--- config.mk ---
export PLATFORM = sky130hd
export DESIGN_NAME = sfixed_add_arbiter
export DESIGN_NICKNAME = d
export VERILOG_FILES = /design/src/rtl/sfixed_add_arbiter.sv
export SDC_FILE = /design/constraint.sdc
export NUM_CORES = 1
export LEC_CHECK = 0
export BUFFER_PORTS_ARGS = -buffer_cell sky130_fd_sc_hd__buf_2
export CAP_MARGIN = 15
export CORE_MARGIN = 1.5
export CORE_UTILIZATION = 44
export CTS_CLUSTER_DIAMETER = 150
export DETAILED_ROUTE_END_ITERATION = 12
export GPL_TIMING_DRIVEN = 0
export PLACE_DENSITY = 0.92
export SLEW_MARGIN = 20
export SYNTH_ARGS = -nofsm -noshare
export SYNTH_HDL_FRONTEND = slang
export SYNTH_SLANG_ARGS = --single-unit
--- constraint.sdc ---
create_clock -name clk -period 4.6 [get_ports clk]
set_clock_uncertainty 0.05 [all_clocks]
set_input_delay 0.23 -clock clk [delete_from_list [all_inputs] [get_ports clk]]
set_output_delay 0.23 -clock clk [all_outputs]
set_load 0.01 [all_outputs]
--- src/rtl/sfixed_add_arbiter.sv ---
// sfixed_add_arbiter: round-robin shared signed fixed-point adder with a one-deep result register
//   Optional feature: define SFIXED_ADD_ARB_SATURATE_EN to clamp out-of-range sums to max/min (otherwise wrap).
//   Ports: clk, rst (sync, active-high); req_valid/req_ready/req_a/req_b per requester (operands packed, requester i at [i*W_IN +: W_IN]);
//          res_valid/res_ready/res_data/res_id result handshake, res_id names the requester that owns res_data.
module sfixed_add_arbiter #(
  parameter int NUM_REQ   = 4,
  parameter int IN_LEFT   = 3,
  parameter int IN_RIGHT  = 4,
  parameter int OUT_LEFT  = 3,
  parameter int OUT_RIGHT = 4
) (
  input  logic                                         clk,
  input  logic                                         rst,
  input  logic [NUM_REQ-1:0]                           req_valid,
  output logic [NUM_REQ-1:0]                           req_ready,
  input  logic [NUM_REQ*(IN_LEFT+IN_RIGHT+1)-1:0]      req_a,
  input  logic [NUM_REQ*(IN_LEFT+IN_RIGHT+1)-1:0]      req_b,
  output logic                                         res_valid,
  input  logic                                         res_ready,
  output logic [OUT_LEFT+OUT_RIGHT:0]                  res_data,
  output logic [$clog2(NUM_REQ)-1:0]                   res_id
);
  localparam int W_IN   = IN_LEFT + IN_RIGHT + 1;
  localparam int W_OUT  = OUT_LEFT + OUT_RIGHT + 1;
  localparam int W_FULL = IN_LEFT + IN_RIGHT + 2;
  localparam int TOP    = IN_RIGHT + OUT_LEFT;
  localparam int LSB    = IN_RIGHT - OUT_RIGHT;
  // the sum is widened far enough that the output slice never runs off its top
  localparam int WX     = (TOP + 1 > W_FULL) ? TOP + 1 : W_FULL;
  localparam int IDW    = $clog2(NUM_REQ);
  typedef enum logic {EMPTY, FULL} state_t;
  state_t state, state_nx;
  logic [IDW-1:0] ptr, ptr_nx, win;
  logic can_accept, xfer;
  logic [W_IN-1:0] a, b;
  logic [WX-1:0] sum_x;
  logic [W_OUT-1:0] res_nx;
  logic unused_sum;
  // scan offsets from far to near so the nearest valid index at or after ptr wins
  always_comb begin
    win = '0;
    for (int k = NUM_REQ - 1; k >= 0; k--)
      if (req_valid[(int'(ptr) + k) % NUM_REQ]) win = IDW'((int'(ptr) + k) % NUM_REQ);
  end
  assign can_accept = (state == EMPTY) || res_ready;
  assign req_ready  = (!rst && can_accept && |req_valid) ? NUM_REQ'(1) << win : '0;
  assign xfer       = |(req_valid & req_ready);
  assign ptr_nx     = (win == IDW'(NUM_REQ - 1)) ? '0 : win + 1'b1;
  assign a          = req_a[int'(win)*W_IN +: W_IN];
  assign b          = req_b[int'(win)*W_IN +: W_IN];
  assign sum_x      = {{(WX-W_IN){a[W_IN-1]}}, a} + {{(WX-W_IN){b[W_IN-1]}}, b};
  assign unused_sum = ^sum_x;
`ifdef SFIXED_ADD_ARB_SATURATE_EN
  logic [WX-1-TOP:0] hi;
  logic ovf;
  // bits from the output sign upward must all agree or the value does not fit
  assign hi     = sum_x[WX-1:TOP];
  assign ovf    = !((&hi) || !(|hi));
  assign res_nx = ovf ? {sum_x[WX-1], {(W_OUT-1){~sum_x[WX-1]}}} : sum_x[LSB +: W_OUT];
`else
  assign res_nx = sum_x[LSB +: W_OUT];
`endif
  assign res_valid = (state == FULL);
  always_comb state_nx = xfer ? FULL : (state == FULL && res_ready) ? EMPTY : state;
  always_ff @(posedge clk) begin
    if (rst) begin
      state    <= EMPTY;
      ptr      <= '0;
      res_data <= '0;
      res_id   <= '0;
    end else begin
      state <= state_nx;
      if (xfer) begin
        ptr      <= ptr_nx;
        res_data <= res_nx;
        res_id   <= win;
      end
    end
  end
endmodule

==> impl_metrics.toml <==
[route]
drtAntennaViolNets = 0
vias_per_cell = 5.32
vias = 1884
wire_per_inst_um = 11.6
drcViolationCount = 0
drt_first_pass_iters = 4
aggregate_routed_wire_length_mm = 4.11
drt_iter0_markers = 102

[global_route]
global_route_wire_length_before_repair_mm = 6.78
largest_net_degree_at_the_start_of_global_routing = 12
first_global_vias = 1711
grt_usage = 0.239
grt.overflow.total = 0
number_of_antenna_violations_at_the_first_check_in_global_routing = 0

[sta]
hold_violations = 0
clock.fmax_mhz = 261
fin_crit_sh = 0.834
hold-worst-slack_ns = 0.118
final-max-slew-violation-count = 0
setup_viol = 0
timing.setup.tns_ns = 0
timing.slew.headroom = 0.665
rsz0062_at_grt = "no"
final_critical_path_setup_slack_ns = 0.762
post-route-min-period_ns = 3.84
tightestPinTransition_ns = 0.502

[setup_path]
end_kind = "flip-flop"
path_max_fanout = 11
critical_path_required_ns = 4.71
cp_data_arrival_time_ns = 3.94
timing_worst_setup_path_type = "reg -> reg"
critPathLaunchType = "flip-flop"

[yosys]
post_synth_most_frequent_cells = "sky130_fd_sc_hd__nand2_1 (72), sky130_fd_sc_hd__a31oi_1 (14), sky130_fd_sc_hd__and3_1 (14), sky130_fd_sc_hd__nor2_1 (14)"
synth_largest_area_cell = "sky130_fd_sc_hd__nand2_1"
yosys.cell_count.top_type = "sky130_fd_sc_hd__nand2_1"
syn-cell-area_um2 = 1440
dominantRegCellSynth = "sky130_fd_sc_hd__dfxtp_1"
synth.yosys.seq_area_share = 0.180
synth.avg_cell_area_um2 = 6.53
synth_async_sr_flop_share = 0
synth_top_cells_by_area = "sky130_fd_sc_hd__nand2_1 (19%), sky130_fd_sc_hd__dfxtp_1 (18%), sky130_fd_sc_hd__ha_1 (9.5%)"
syn-instance-count = 221
synth_cell_types = 38
yosys.area.top_type_share = 0.187
postSynthRegisterBits = 13
synth.net_count = 304
yosysWarnings = 0
synth_edf_count = 0

[clock_tree]
clock_path_buffers = 2
numCtsBuffers = 3
postCtsSetupBuffers = 0
clk-insertion-delay-late_ns = 0.28
register_clock_pin_slew_on_the_reported_worst_setup_and_hold_paths_ns = 0.08
cts_tree = "yes"
cts.repair.resized = 0
cts_hold_buffers = 0
maximum_level_of_the_cts_h_tree = 1
clock-root-buffer = "sky130_fd_sc_hd__clkbuf_4"
clock_sinks = 13

[place]
place_hpwl_mm = 3.36
pre_cts_slack_ns = 0.710
finalWeightedCongestion = 0.840
port_buffers = 85

[cells_and_area]
area_growth_pct = 35.1
finish.net_count = 394
antenna_cells_inserted = 0
drive_above_1_share = 0.319

[die]
fp.dieArea_um2 = 3630
core_region_area_um2 = 3080
io_pins = 86
die-height_um = 60.3
die_width_um = 60.3
initial_utilization = 0.469
row_count = 20

[worst_hold_path]
hold_path.class = "in -> reg"

[flow_run]
drv.max_cap_violation_count = 0

[run_status]
run_status = "finished clean"

[power_and_ir_drop]
power.density_cell_area_nw_per_um2 = 302
max-vdd-ir-drop_v = 0.000182
static-leakage-power_nw = 1.05
==> layout by cell type, fill, tap and decap left out, types with 2 or more instances in the layout <==
master / netlist / final
sky130_fd_sc_hd__a21bo_1: 2 / 2
sky130_fd_sc_hd__a21o_1: 3 / 3
sky130_fd_sc_hd__a21oi_1: 13 / 13
sky130_fd_sc_hd__a221oi_1: 2 / 2
sky130_fd_sc_hd__a22oi_1: 2 / 2
sky130_fd_sc_hd__a31oi_1: 14 / 14
sky130_fd_sc_hd__a32oi_1: 2 / 2
sky130_fd_sc_hd__and2_1: 4 / 4
sky130_fd_sc_hd__and2_2: 2 / 2
sky130_fd_sc_hd__and3_1: 14 / 14
sky130_fd_sc_hd__buf_2: 4 / 89
sky130_fd_sc_hd__clkbuf_1: 6 / 7
sky130_fd_sc_hd__clkbuf_4: 0 / 3
sky130_fd_sc_hd__dfxtp_1: 13 / 13
sky130_fd_sc_hd__ha_1: 11 / 11
sky130_fd_sc_hd__inv_1: 4 / 4
sky130_fd_sc_hd__nand2_1: 72 / 72
sky130_fd_sc_hd__nand3_1: 4 / 4
sky130_fd_sc_hd__nor2_1: 14 / 14
sky130_fd_sc_hd__nor2b_1: 5 / 5
sky130_fd_sc_hd__nor3_1: 2 / 2
sky130_fd_sc_hd__nor3b_1: 2 / 2
sky130_fd_sc_hd__nor4_1: 3 / 3
sky130_fd_sc_hd__o21ai_0: 2 / 2
sky130_fd_sc_hd__o21bai_1: 2 / 2
sky130_fd_sc_hd__xnor2_1: 5 / 5
sky130_fd_sc_hd__xor2_1: 2 / 2
==> registers in the layout, summed over array words and instances (netlist names) <==
name / cells
ptr: 2
res_data: 8
res_id: 2
res_valid: 1
==> cell families (layout without fill, tap and decap cells) <==
| family | after synthesis | after routing | share of synthesized area |
|---|---|---|---|
| and+or+nand+nor | 125 | 125 | 0.395 |
| AOI/OAI and AO/OA | 45 | 45 | 0.205 |
| adders and majority gates | 12 | 12 | 0.109 |
| buffers and inverters | 19 | 108 | 0.0684 |
| DFF | 13 | 13 | 0.180 |
| xor gates and xnor gates | 7 | 7 | 0.0425 |
==> path summary, 6_finish.rpt <==
kind / startpoint / to / slack (ns) / cells past startpoint
max: ptr[1] / res_data[6] / 0.76 / 17
max reg2reg: ptr[1] / res_data[6] / 0.76 / 17
min reg2reg: res_id[1] / res_id[1] / 0.40 / 2
min: rst / res_id[0] / 0.12 / 2
==> cell type report <==
| type | count | area, µm² |
|---|---|---|
| fillers | 296 | 1130 |
| multi-input cells | 189 | 1080 |
| repair buffers | 85 | 425 |
| flip-flops and latches | 13 | 260 |
| plain buffers | 15 | 83.8 |
| well taps | 44 | 55.1 |
| clock buffers | 4 | 26.3 |
| inverters | 4 | 15.0 |
==> where the power goes <==
group | total (mW) | internal [mW] | switching (mW) | leakage [nW]
clock | 0.0694 | 0.0337 | 0.0357 | 0.0150
sequential | 0.141 | 0.132 | 0.00972 | 0.106
combinational | 0.378 | 0.173 | 0.205 | 0.924
total | 0.589 | 0.338 | 0.251 | 1.05
==> worst max-delay path, stage by stage (launching register included) <==
cell	delay (ns)
sky130_fd_sc_hd__dfxtp_1	0.30
sky130_fd_sc_hd__buf_4	0.15
sky130_fd_sc_hd__or4_1	0.52
sky130_fd_sc_hd__clkbuf_2	0.17
sky130_fd_sc_hd__nand2_1	0.14
sky130_fd_sc_hd__inv_1	0.06
sky130_fd_sc_hd__buf_2	0.18
sky130_fd_sc_hd__buf_1	0.27
sky130_fd_sc_hd__nand2_1	0.14
sky130_fd_sc_hd__a31oi_1	0.10
sky130_fd_sc_hd__ha_1	0.26
sky130_fd_sc_hd__fa_1	0.41
sky130_fd_sc_hd__a21o_1	0.18
sky130_fd_sc_hd__a21oi_1	0.21
sky130_fd_sc_hd__o21ai_0	0.11
sky130_fd_sc_hd__a21oi_1	0.19
sky130_fd_sc_hd__xor2_1	0.19
sky130_fd_sc_hd__o21ai_0	0.09
==> metal layers <==
metal	GRT usage	share of wire
met5	0	0
met4	0.0286	0.0029
met3	0.0411	0.070
met2	0.460	0.52
met1	0.280	0.41
==> stage by stage <==
stage / util / std cells / power (mW) / area (µm²)
after floorplan: - / 221 / 0.412 / 1440
after detailed placement: 0.625 / 350 / 0.520 / 1920
after CTS: 0.634 / 354 / 0.591 / 1950
after global placement: 0.625 / 350 / 0.512 / 1920
final: 0.634 / 354 / 0.589 / 1950
after global routing: 0.634 / 354 / 0.646 / 1950
Power figures use the tool's default switching activity.
